[config.mk]
export PLATFORM = sky130hd
export DESIGN_NAME = bram_port_arbiter
export DESIGN_NICKNAME = d
export VERILOG_FILES = /design/src/rtl/bram_arb_pkg.sv /design/src/rtl/bram_rr_arb2.sv /design/src/rtl/bram_port_arbiter.sv
export SDC_FILE = /design/constraint.sdc
export NUM_CORES = 1
export LEC_CHECK = 0
export CAP_MARGIN = 30
export CORE_ASPECT_RATIO = 0.5
export CORE_UTILIZATION = 24
export CTS_BUF_LIST = sky130_fd_sc_hd__clkbuf_2
export DETAILED_ROUTE_END_ITERATION = 6
export HOLD_SLACK_MARGIN = 0.03
export PLACE_DENSITY = 0.75
export REMOVE_ABC_BUFFERS = 1
export SYNTH_ARGS = -nofsm -noshare
export SYNTH_HDL_FRONTEND = slang
export SYNTH_SLANG_ARGS = --single-unit
export TNS_END_PERCENT = 100
[constraint.sdc]
create_clock -name HCLK -period 1.86 [get_ports HCLK]
set_input_delay 0.372 -clock HCLK [delete_from_list [all_inputs] [get_ports HCLK]]
set_output_delay 0.372 -clock HCLK [all_outputs]
set_load 0.03 [all_outputs]
[src/rtl/bram_arb_pkg.sv]
// Shared types for the two-port BRAM arbiter: burst-ownership states and
// port index constants.
package bram_arb_pkg;

    typedef enum logic [1:0] {
        IDLE = 2'd0,
        OWN0 = 2'd1,
        OWN1 = 2'd2
    } arb_state_e;

    localparam logic P0 = 1'b0;
    localparam logic P1 = 1'b1;

endpackage

[src/rtl/bram_rr_arb2.sv]
// Two-way round-robin pick: a lone requester wins, and a tie goes to the
// port that was not granted last.
module bram_rr_arb2 (
    input  logic [1:0] req_i,
    input  logic       last_i,
    output logic [1:0] gnt_o
);
    import bram_arb_pkg::*;

    // Combinational pick, one-hot-or-zero.
    always_comb begin
        gnt_o = 2'b00;
        case (req_i)
            2'b01:   gnt_o = 2'b01;
            2'b10:   gnt_o = 2'b10;
            2'b11:   gnt_o = (last_i == P0) ? 2'b10 : 2'b01;
            default: gnt_o = 2'b00;
        endcase
    end

endmodule

[src/rtl/bram_port_arbiter.sv]
// Shares one single-port 32-bit BRAM between two req/gnt requesters with
// round-robin arbitration, bounded burst lock and 1-cycle read return.
module bram_port_arbiter #(
    parameter int ADDR_WIDTH = 14,
    parameter int MAX_BURST  = 8
) (
    input  logic                  HCLK,
    input  logic                  HRESETn,
    input  logic                  m0_req,
    input  logic                  m0_lock,
    input  logic [ADDR_WIDTH-1:0] m0_addr,
    input  logic [31:0]           m0_wdata,
    input  logic [3:0]            m0_we,
    output logic                  m0_gnt,
    output logic                  m0_rvalid,
    input  logic                  m1_req,
    input  logic                  m1_lock,
    input  logic [ADDR_WIDTH-1:0] m1_addr,
    input  logic [31:0]           m1_wdata,
    input  logic [3:0]            m1_we,
    output logic                  m1_gnt,
    output logic                  m1_rvalid,
    output logic [31:0]           rdata,
    output logic [ADDR_WIDTH-1:0] bram_addr,
    output logic [31:0]           bram_wdata,
    output logic [3:0]            bram_write,
    input  logic [31:0]           bram_rdata
);
    import bram_arb_pkg::*;

    localparam int CNT_W = $clog2(MAX_BURST) + 1;
    localparam logic [CNT_W-1:0] CNT_LAST = CNT_W'(MAX_BURST - 1);
    // With MAX_BURST==1 every grant is already a forced release.
    localparam bit BURST_EN = (MAX_BURST > 1);

    arb_state_e            state_q, state_d;
    logic                  last_q, last_d;
    logic [CNT_W-1:0]      cnt_q, cnt_d;
    logic [ADDR_WIDTH-1:0] addr_q;
    logic                  m0_rvalid_q, m1_rvalid_q;
    logic [1:0]            rr_gnt;

    bram_rr_arb2 u_rr (
        .req_i  ({m1_req, m0_req}),
        .last_i (last_q),
        .gnt_o  (rr_gnt)
    );

    // Grant selection: round-robin when idle, owner-only while locked.
    // Reset gates the grants so nothing reaches the BRAM while held.
    always_comb begin
        m0_gnt = 1'b0;
        m1_gnt = 1'b0;
        case (state_q)
            IDLE: begin
                m0_gnt = rr_gnt[0];
                m1_gnt = rr_gnt[1];
            end
            OWN0:    m0_gnt = m0_req;
            OWN1:    m1_gnt = m1_req;
            default: ;
        endcase
        m0_gnt = m0_gnt & HRESETn;
        m1_gnt = m1_gnt & HRESETn;
    end

    // Burst FSM next state, lock counter and round-robin history.
    always_comb begin
        state_d = state_q;
        cnt_d   = cnt_q;
        last_d  = last_q;
        if (m0_gnt) last_d = P0;
        if (m1_gnt) last_d = P1;
        case (state_q)
            IDLE: begin
                if (BURST_EN && m0_gnt && m0_lock) begin
                    state_d = OWN0;
                    cnt_d   = cnt_q + 1'b1;
                end else if (BURST_EN && m1_gnt && m1_lock) begin
                    state_d = OWN1;
                    cnt_d   = cnt_q + 1'b1;
                end
            end
            OWN0: begin
                if (!(m0_req && m0_lock) || (cnt_q == CNT_LAST)) begin
                    state_d = IDLE;
                    cnt_d   = '0;
                end else begin
                    cnt_d   = cnt_q + 1'b1;
                end
            end
            OWN1: begin
                if (!(m1_req && m1_lock) || (cnt_q == CNT_LAST)) begin
                    state_d = IDLE;
                    cnt_d   = '0;
                end else begin
                    cnt_d   = cnt_q + 1'b1;
                end
            end
            default: begin
                state_d = IDLE;
                cnt_d   = '0;
            end
        endcase
    end

    // BRAM port mux: granted port drives the macro, otherwise hold address.
    always_comb begin
        bram_addr  = addr_q;
        bram_wdata = 32'd0;
        bram_write = 4'd0;
        if (m0_gnt) begin
            bram_addr  = m0_addr;
            bram_wdata = m0_wdata;
            bram_write = m0_we;
        end else if (m1_gnt) begin
            bram_addr  = m1_addr;
            bram_wdata = m1_wdata;
            bram_write = m1_we;
        end
    end

    // Control and held-address registers; read-valid follows a granted read.
    always_ff @(posedge HCLK or negedge HRESETn) begin
        if (!HRESETn) begin
            state_q     <= IDLE;
            last_q      <= P1;
            cnt_q       <= '0;
            addr_q      <= '0;
            m0_rvalid_q <= 1'b0;
            m1_rvalid_q <= 1'b0;
        end else begin
            state_q     <= state_d;
            last_q      <= last_d;
            cnt_q       <= cnt_d;
            addr_q      <= bram_addr;
            m0_rvalid_q <= m0_gnt && (m0_we == 4'd0);
            m1_rvalid_q <= m1_gnt && (m1_we == 4'd0);
        end
    end

    assign m0_rvalid = m0_rvalid_q;
    assign m1_rvalid = m1_rvalid_q;
    assign rdata     = bram_rdata;

endmodule

Word level (Yosys, flattened, before mapping)
Cells that the tools add are included.
Widths: inputs -> output; s select.
{"block": "word_totals", "regBits": 23, "in_bits": 138, "out_inout_bits": 86, "elab_cells": 55}
{"block": "op_classes", "add_sub_neg": 1, "n_eq_ne": 9, "mux": 22, "bitwise_logic": 2, "n_reduce_logical": 15}
{"cell": "$mux 32", "n": 2}
{"cell": "$mux 14", "n": 2}
{"cell": "$mux 4", "n": 6}
{"cell": "$pmux 2 s3", "n": 2}
{"cell": "$pmux 4 s3", "n": 1}
{"cell": "$mux 2", "n": 5}
{"cell": "$logic_not 4->1", "n": 2}
{"cell": "$eq 2x2->1 const B", "n": 3}
{"cell": "$logic_and 1x1->1", "n": 6}
{"cell": "$add 4x1->4 const B", "n": 1}
{"cell": "$eq 2x1->1 const B", "n": 2}
{"cell": "$eq 4x3->1 const B", "n": 1}
{"cell": "$ne 2x2->1 const B", "n": 2}
{"cell": "$pmux 1 s2", "n": 2}
{"cell": "$ne 3x3->1 const B", "n": 1}
{"cell": "$reduce_and 3->1", "n": 1}
{"cell": "$and 1x1->1", "n": 2}
{"cell": "$logic_not 1->1", "n": 2}
{"cell": "$logic_not 2->1", "n": 1}
{"cell": "$logic_or 1x1->1", "n": 2}
{"cell": "$mux 1", "n": 2}
{"cell": "$reduce_bool 2->1", "n": 1}

Depth between registers and ports, before layout
Gate-level depths: netlist of run 1.
{"block": "depth", "depth_word": 8, "depth_mapped": 7, "mapped_depth_nobuf": 5}

Hierarchy
Synthesis of run 1 repeated with hierarchy kept, for this count alone.
{"block": "hier_totals", "cells_unflattened": 190, "hier_area_um2": 1845.5}
{"module": "bram_port_arbiter", "n_inst": 1, "cells_per_inst": 187, "area_each_um2": 1826.8, "seq_area_each_um2": 576.8}
{"module": "bram_rr_arb2", "n_inst": 1, "cells_per_inst": 3, "area_each_um2": 18.8, "seq_area_each_um2": 0.0}

Worst setup path after synthesis of run 1
Ideal clock, no wire load.
{"block": "synth_timing", "path_kind": "reg2out", "startpoint": "register state_q[0]", "endpoint": "output port bram_addr[10]", "arrival_ns": 1.998, "required_ns": 1.488, "path_slack_ns": -0.510, "path_stages_with_launch": 7, "n_path_buf": 2, "cell_sequence": "dfrtp_1 or3b_4 nand3_2 inv_1 buf_6 buf_2 o21ai_0"}
{"block": "synth_between", "elab_chain_len": 5, "word_cells_on_any_way": 9, "cone_classes": "2 x eq/ne; 4 x mux; 2 x bitwise; 1 x reduce/logical"}
{"element": "from (decl)", "line": "bram_port_arbiter.sv:36", "source": "arb_state_e state_q, state_d;"}
{"element": "from (signal assigned)", "line": "bram_port_arbiter.sv:133", "source": "state_q <= state_d;"}
{"element": "$eq 2x2->1 or $logic_not 2->1 (tied branches)", "line": "bram_port_arbiter.sv:54", "source": "case (state_q)"}
{"element": "$pmux 1 s2", "line": "bram_port_arbiter.sv:54"}
{"element": "$and 1x1->1", "line": "bram_port_arbiter.sv:64", "source": "m1_gnt = m1_gnt & HRESETn;"}
{"element": "$mux 14", "line": "bram_port_arbiter.sv:116", "source": "end else if (m1_gnt) begin"}
{"element": "$mux 14 (*)", "line": "bram_port_arbiter.sv:112", "source": "if (m0_gnt) begin"}
{"element": "to (decl)", "line": "bram_port_arbiter.sv:24", "source": "output logic [ADDR_WIDTH-1:0] bram_addr,"}
Every way passes the cells marked *; elsewhere a longest branch is shown, timed or not.

Worst setup path after layout of run 1
{"block": "layout_timing", "startpoint": "register last_q", "endpoint": "output port bram_wdata[5]"}
{"block": "layout_between", "elab_chain_len": 6, "word_cells_on_any_way": 8, "cone_classes": "6 x mux; 2 x bitwise"}
{"element": "from (decl)", "line": "bram_port_arbiter.sv:37", "source": "logic last_q, last_d;"}
{"element": "from (signal assigned)", "line": "bram_port_arbiter.sv:134", "source": "last_q <= last_d;"}
{"element": "$mux 2 (*)", "line": "bram_rr_arb2.sv:16", "source": "2'b11: gnt_o = (last_i == P0) ? 2'b10 : 2'b01;"}
{"element": "$pmux 2 s3 (*)", "line": "bram_rr_arb2.sv:13", "source": "case (req_i)"}
{"element": "$pmux 1 s2", "line": "bram_port_arbiter.sv:54"}
{"element": "$and 1x1->1", "line": "bram_port_arbiter.sv:64"}
{"element": "$mux 32", "line": "bram_port_arbiter.sv:116"}
{"element": "$mux 32 (*)", "line": "bram_port_arbiter.sv:112"}
{"element": "to (decl)", "line": "bram_port_arbiter.sv:25", "source": "output logic [31:0] bram_wdata,"}
Marks and branches as above.

==> flow_summary_export.csv, run 1 <==
group,metric,value,unit
final_layout,stdcell_count,442,
floorplanning,io_pins,224,
floorplanning,die_w,124.1,microns
setup_path,rrSetupSlack,-0.11,ns
global_route,grt_pass1_wl,13.91,mm
detailed_routing,m1WireLength,4.495,mm
detailed_routing,dr_wl_met2,4.971,mm
timing,skew,0.01165,ns
setup_path,critical_path.max_fanout,5,
timing,slew_headroom,0.7414,
detailed_routing,firstDrtPassIters,4,
final_layout,utilization,0.5960,
status,status,"finished, violations left",
cts,insertion_delay,0.38,ns
setup_path,worstPathArrival,2.18,ns
timing,fin_hold_ws,0.4243,ns
cts,clock_path_buffers,2,
global_route,grt_overflow,0,
timing,rsz0062_at_grt,"yes",
floorplanning,rows,21,
yosys,ys_seq_area_frac,0.3224,
pwr,p_leak,1.723,nW
global_route,antenna_found_initial,0,
final_layout,final.fill_count,528,
pwr,finalPower,0.003274,W
placement,gp_congestion,0.9868,
timing,max_freq,0.3925,GHz
detailed_routing,met3_length,973,microns
timing,setup_viol,55,
timing,min_period,2.548,ns
yosys,ys_warn_count,0,
cts,cts_tree,"yes",
detailed_routing,drc,0,
yosys,ys_top_cells_by_area,"dfrtp_1, a22o_1, buf_4, mux2i_1, o21ai_0",
detailed_routing,wl,10.65,mm
status,violations,"setup timing",
detailed_routing,drt_iter0_markers,134,
placement,dp_cells,420,
pwr,power.density,792.0,mW/mm^2
detailed_routing,via_count,2272,
setup_path,crit_path_start_kind,"register",
timing,fin_crit_sh,1.370,
setup_path,path_class,"register to output port",
global_route,grt_usage,0.2442,
global_route,grt_start_max_net_pins,21,
cts,path_clk_slew,0.24,ns
timing,final-hold-violation-count,0,
floorplanning,core,0.006937,sq mm
cts,clock_sinks,23,
floorplanning,initial_utilization,0.2579,
yosys,synth_area_per_cell,9.467,sq um
detailed_routing,top_layer,"met5",
timing,slew_viol_final,0,
yosys,ys_types,35,
final_layout,final_net_count,490,
yosys,post-synth-top-area-fraction,0.3077,
placement,dp.final_hpwl,7.275,mm
yosys,yosysTopAreaCell,"dfrtp_1",
placement,place_ws,-0.7439,ns
floorplanning,die_area,0.007825,sq mm
detailed_routing,routedWlPerCell,24.10,microns
yosys,ys_ff_latch,23,
final_layout,syn_to_final_growth,131.0,%
final_layout,layout-drive-gt1-share,0.4143,
detailed_routing,avgViaCountPerCell,5.140,
global_route,grt_pass1_vias,2336,
setup_path,cp.required,1.49,ns
detailed_routing,drtAntennaViolNets,0,
timing,worst_pin_slew,0.3861,ns
worst_hold_path,hold_path.class,"primary input to async pin",
pwr,worst_ir_drop_vdd,316.7,uV
final_layout,antenna_cells,0,
cts,cts_max_level,1,
timing,worst_slack,-0.6881,ns
yosys,syn_area,0.001789,sq mm
cts,cts_made_buffers,3,
setup_path,critPathCaptureType,"output port",
floorplanning,dieHeight,63.06,microns
placement,io_buffers,159,
yosys,netlist_instances,189,
cts,clockRootBuffer,"clkbuf_2",
job,maxCapViolations,0,
setup_path,worst-r2r-cell-count,6,
routing by layer:
| metal | GRT usage | up-vias |
|---|---|---|
| met1 | 0.3392 | 1135 |
| met2 | 0.3564 | 118 |
| li1 | - | 1000 |
| met5 | 0.04861 | - |
| met4 | 0.04762 | 2 |
| met3 | 0.08696 | 17 |
layout by cell type (no fill, tap or decap), types with 3 or more instances in the layout:
cell type and instances:
mux2i_4 8, mux2i_1 3, mux2i_2 3, o21ai_4 10, a22o_4 4, buf_6 51
clkbuf_16 3, o21ai_2 3, buf_4 26, clkdlybuf4s50_1 106, clkbuf_2 4, a22o_1 33
nand2_2 6, buf_12 11, nand2_1 10, dfrtp_1 22
logic make-up after synthesis:
group                      synth area share
muxes                               0.09091
DFF                                  0.3224
adders and majority gates          0.006992
AOI/OAI and AO/OA                    0.2671
buffers and inverters                0.1951
and+or+nand+nor                      0.1175
through the flow:
step	cell area [sq um]	setup TNS (ns)
floorplan	1451	-79.18
global placement	3317	-35.05
detailed placement	3317	-39.83
CTS	3839	-29.94
global route	4134	-36.48
finish	4134	-33.83
synthesized netlist by cell type, drive strengths merged:
master  count
nor4        1
a21o        1
o21ai      15
a21oi       2
nand2b      1
ha          1
a22o       37
and3        3
nor2        1
nor3b       1
buf        44
nor2b       2
mux2        2
dfrtp      22
a211oi      2
mux2i      14
a221o       2
or4         1
a31oi       2
nand3b      2
nand4       2
dfstp       1
nand2      17
clkbuf      1
a221oi      1
or3b        1
nand3       3
and2        2
nor3        1
and2b       1
inv         3
area by class of cell:
type / instances / area, sq um / area share
Timing Repair Buffer: 202 / 2220 / 0.5369
Clock buffer: 4 / 20.02 / 0.004843
Tap cell: 92 / 115.1 / 0.02784
Multi-Input combinational cell: 118 / 1187 / 0.2872
Inverter: 3 / 15.01 / 0.003632
Sequential cell: 23 / 576.8 / 0.1395
sequential cells by signal (all words and copies together), names as in the netlist:
signal,flops
addr_q,14
cnt_q,4
state_q,2
last_q,1
m0_rvalid,1
m1_rvalid,1
critical path: stages, from the launching register on:
cell and delay (ns):
dfstp_2 0.44, or3b_4 0.41, nand3_4 0.10, clkinvlp_4 0.13
buf_6 0.17, clkbuf_16 0.16, a22o_1 0.23, buf_6 0.14
path summary, 6_finish.rpt:
| check | from | endpoint |
|---|---|---|
| worst max-delay path | last_q | bram_wdata[5] |
| worst min-delay path | HRESETn | addr_q[4] |
| worst max register to register | last_q | cnt_q[2] |
| worst min register to register | last_q | last_q |
| max in group asynchronous | HRESETn | last_q |
| min in group HCLK | m1_req | state_q[1] |
power breakdown:
group / switching (W) / internal [W]
logic: 0.00108 / 0.00120
clock network: 0.000174 / 0.0000567
registers: 0.000106 / 0.000651
what timing repair did:
action | in CTS | in global routing
buffers inserted | 8 | 5
pin swaps | 23 | 12
endpoints found under the setup margin | 53 | 58
gates resized for setup | 108 | 33
hold buffers | 0 | 0
cloned | 2 | 4
Note: power is estimated with default switching activity, not from simulation.
==> run 2, diff against run 1 <==
--- a/config.mk
+++ b/config.mk
@@ -6,7 +6,6 @@
 export NUM_CORES = 1
 export LEC_CHECK = 0
 export CAP_MARGIN = 30
-export CORE_ASPECT_RATIO = 0.5
 export CORE_UTILIZATION = 24
 export CTS_BUF_LIST = sky130_fd_sc_hd__clkbuf_2
 export DETAILED_ROUTE_END_ITERATION = 6
==> run 2 against run 1 <==
Effect of this change:
- the run still ends with setup timing left
- clock-buffer cell count shrank 1
- register-to-register slack gained 0.20 ns
- worst setup slack better by 0.25 ns
- via count decreased by 5.5%
- fmax increased by 11%
- final area decreased by 9.3%
- final cell count grew 1.1%
- combinational power shrank 16%
- clock power is 13% lower
- global-route usage down 6.0 points
- largest cell class unchanged
==> flow_summary_export.csv, run 2 (synthesized netlist as in run 1, its figures left out) <==
group,metric,value,unit
status,status,"finished, violations left",
status,violations,"setup timing",
timing,rsz0062_at_grt,"yes",
worst_hold_path,hold_path.class,"primary input to register",
global_route,grt_usage,0.1846,
detailed_routing,m1WireLength,3.427,mm
setup_path,crit_path_start_kind,"register",
setup_path,path_buf_inv,3,
global_route,grt_start_max_net_pins,39,
timing,final-hold-violation-count,0,
setup_path,critical_path.max_fanout,10,
floorplanning,io_pins,224,
detailed_routing,wl,8.294,mm
setup_path,slowest_stage,"dfrtp_1",
final_layout,final_common_cell,"clkdlybuf4s50_1",
timing,worst_pin_slew,0.3627,ns
global_route,grt_pass1_vias,1955,
setup_path,critical_path.max_stage_delay,0.46,ns
timing,slew_viol_final,0,
timing,fin_crit_sh,1.236,
setup_path,crit_chain,"or3b_4, nand3_4, inv_8, clkbuf_16, a22o_1, buf_6",
final_layout,design_area,0.003751,sq mm
timing,max_freq,0.4349,GHz
cts,clock_path_buffers,2,
global_route,antenna_found_initial,0,
cts,cts_max_level,1,
final_layout,layout_common_cells,"clkdlybuf4s50_1, buf_6, buf_4",
setup_path,critPathCaptureType,"output port",
placement,io_buffers,159,
global_route,grt_pass1_wl,10.70,mm
final_layout,reg_top3,"addr_q x14, cnt_q x4, state_q x2",
detailed_routing,drc,0,
floorplanning,die_w,88.34,microns
timing,min_period,2.300,ns
final_layout,syn_to_final_growth,109.7,%
final_layout,final_net_count,488,
placement,dp.final_hpwl,5.898,mm
pwr,p_leak,1.638,nW
cts,clock_sinks,23,
pwr,worst_ir_drop_vdd,387.5,uV
floorplanning,rows,31,
timing,worst_slack,-0.4395,ns
final_layout,antenna_cells,0,
cts,path_clk_slew,0.23,ns
detailed_routing,firstDrtPassIters,5,
floorplanning,die_area,0.007804,sq mm
cts,clockRootBuffer,"clkbuf_2",
timing,setup_viol,52,
placement,gp_congestion,0.8718,
final_layout,layout-drive-gt1-share,0.3362,
detailed_routing,drtAntennaViolNets,0,
pwr,p_switching,0.001146,W
pwr,swShare,0.4026,
job,maxCapViolations,0,
final_layout,utilization,0.5199,
floorplanning,initial_utilization,0.2480,
timing,skew,0.01918,ns
cts,insertion_delay,0.34,ns
detailed_routing,via_count,2148,
pwr,clkPwrFrac,0.071,
pwr,intPower,0.001701,W
pwr,pwr-share-seq,0.255,
global_route,grt_overflow,0,
timing,slew_headroom,0.7568,
pwr,power.density,759.1,mW/mm^2
detailed_routing,avgViaCountPerCell,4.805,
floorplanning,core,0.007214,sq mm
floorplanning,dieHeight,88.34,microns
detailed_routing,top_layer,"met4",
placement,dpl_cell_area,0.003318,sq mm
cts,cts_made_buffers,3,
cts,cts_tree,"yes",
detailed_routing,routedWlPerCell,18.55,microns
setup_path,cp.required,1.49,ns
setup_path,crit_family,"simple AND/OR/NAND/NOR gates",
pwr,p_comb_frac,0.675,
setup_path,worstPathArrival,1.93,ns
detailed_routing,drt_iter0_markers,57,
final_layout,largest_register,"addr_q",
detailed_routing,met3_length,918,microns
setup_path,path_class,"register to output port",
detailed_routing,dr_wl_met2,3.911,mm
final_layout,largest_register_ffs,14,
-- run 2: changes by cell type in the layout (fill, tap and decap cells not counted), moves of 5 or more --
cell and change:
buf_6 -9, nand2_1 +7, mux2i_4 -7, o21ai_1 +5, buf_12 -6, o21ai_2 +5, mux2i_1 +8, o21ai_4 -10
buf_4 +15, nand2_2 -6
-- run 2: power groups by stage --
stage / clock [W] / combinational (W) / sequential (W)
floorplan: 0 / 0.000834 / 0.000718
global placement: 0 / 0.00163 / 0.000723
detailed placement: 0 / 0.00165 / 0.000729
CTS: 0.000219 / 0.00180 / 0.000720
global route: 0.000245 / 0.00204 / 0.000744
finish: 0.000201 / 0.00192 / 0.000725
-- run 2: path summary, 6_finish.rpt --
kind	start	slack (ns)	cells after the start	to
worst min register to register	last_q	0.54	1	last_q
worst max register to register	state_q[0]	0.09	5	cnt_q[2]
worst min-delay path	m1_req	0.46	3	state_q[1]
min in group asynchronous	HRESETn	0.61	4	addr_q[0]
max in group asynchronous	HRESETn	1.03	4	last_q
worst max-delay path	state_q[0]	-0.44	6	bram_wdata[19]
-- run 2: timing repair --
action                     CTS  global route
cloned                       1             4
hold buffers                 0             0
setup endpoints to repair   53            54
setup buffers                6             1
resized for setup           59            19
pin swaps                    2            17
-- run 2: worst min-delay path: stages --
cell and delay (ns):
dlygate4sd2_1 0.27, nand4_1 0.08, a21oi_1 0.07
-- run 2: layout make-up --
cell class / count / area (sq um)
Clock buffer: 3 / 15.01
Clock inverter: 1 / 5.005
Fill cell: 667 / 3463
Inverter: 3 / 18.77
Multi-Input combinational cell: 118 / 935.9
Sequential cell: 23 / 576.8
Tap cell: 99 / 123.9
Timing Repair Buffer: 200 / 2076
-- run 2: metal layers --
layer / vias to the layer above / GRT usage
met1: 1022 / 0.2305
li1: 989 / -
met3: 6 / 0.1035
met4: 0 / 0.03666
met5: - / 0.05844
met2: 131 / 0.2734
-- run 2: stage by stage --
stage	worst slack [ns]	cells	hold slack, ns	TNS, ns	power, W
global route	-0.5909	447	0.4206	-27.89	0.003026
detailed placement	-0.6029	431	0.5173	-32.53	0.002377
CTS	-0.4797	442	0.4229	-22.71	0.002737
global placement	-0.5729	431	0.5149	-30.79	0.002350
finish	-0.4395	447	0.4578	-21.05	0.002848
floorplan	-1.519	144	0.07641	-79.18	0.001552
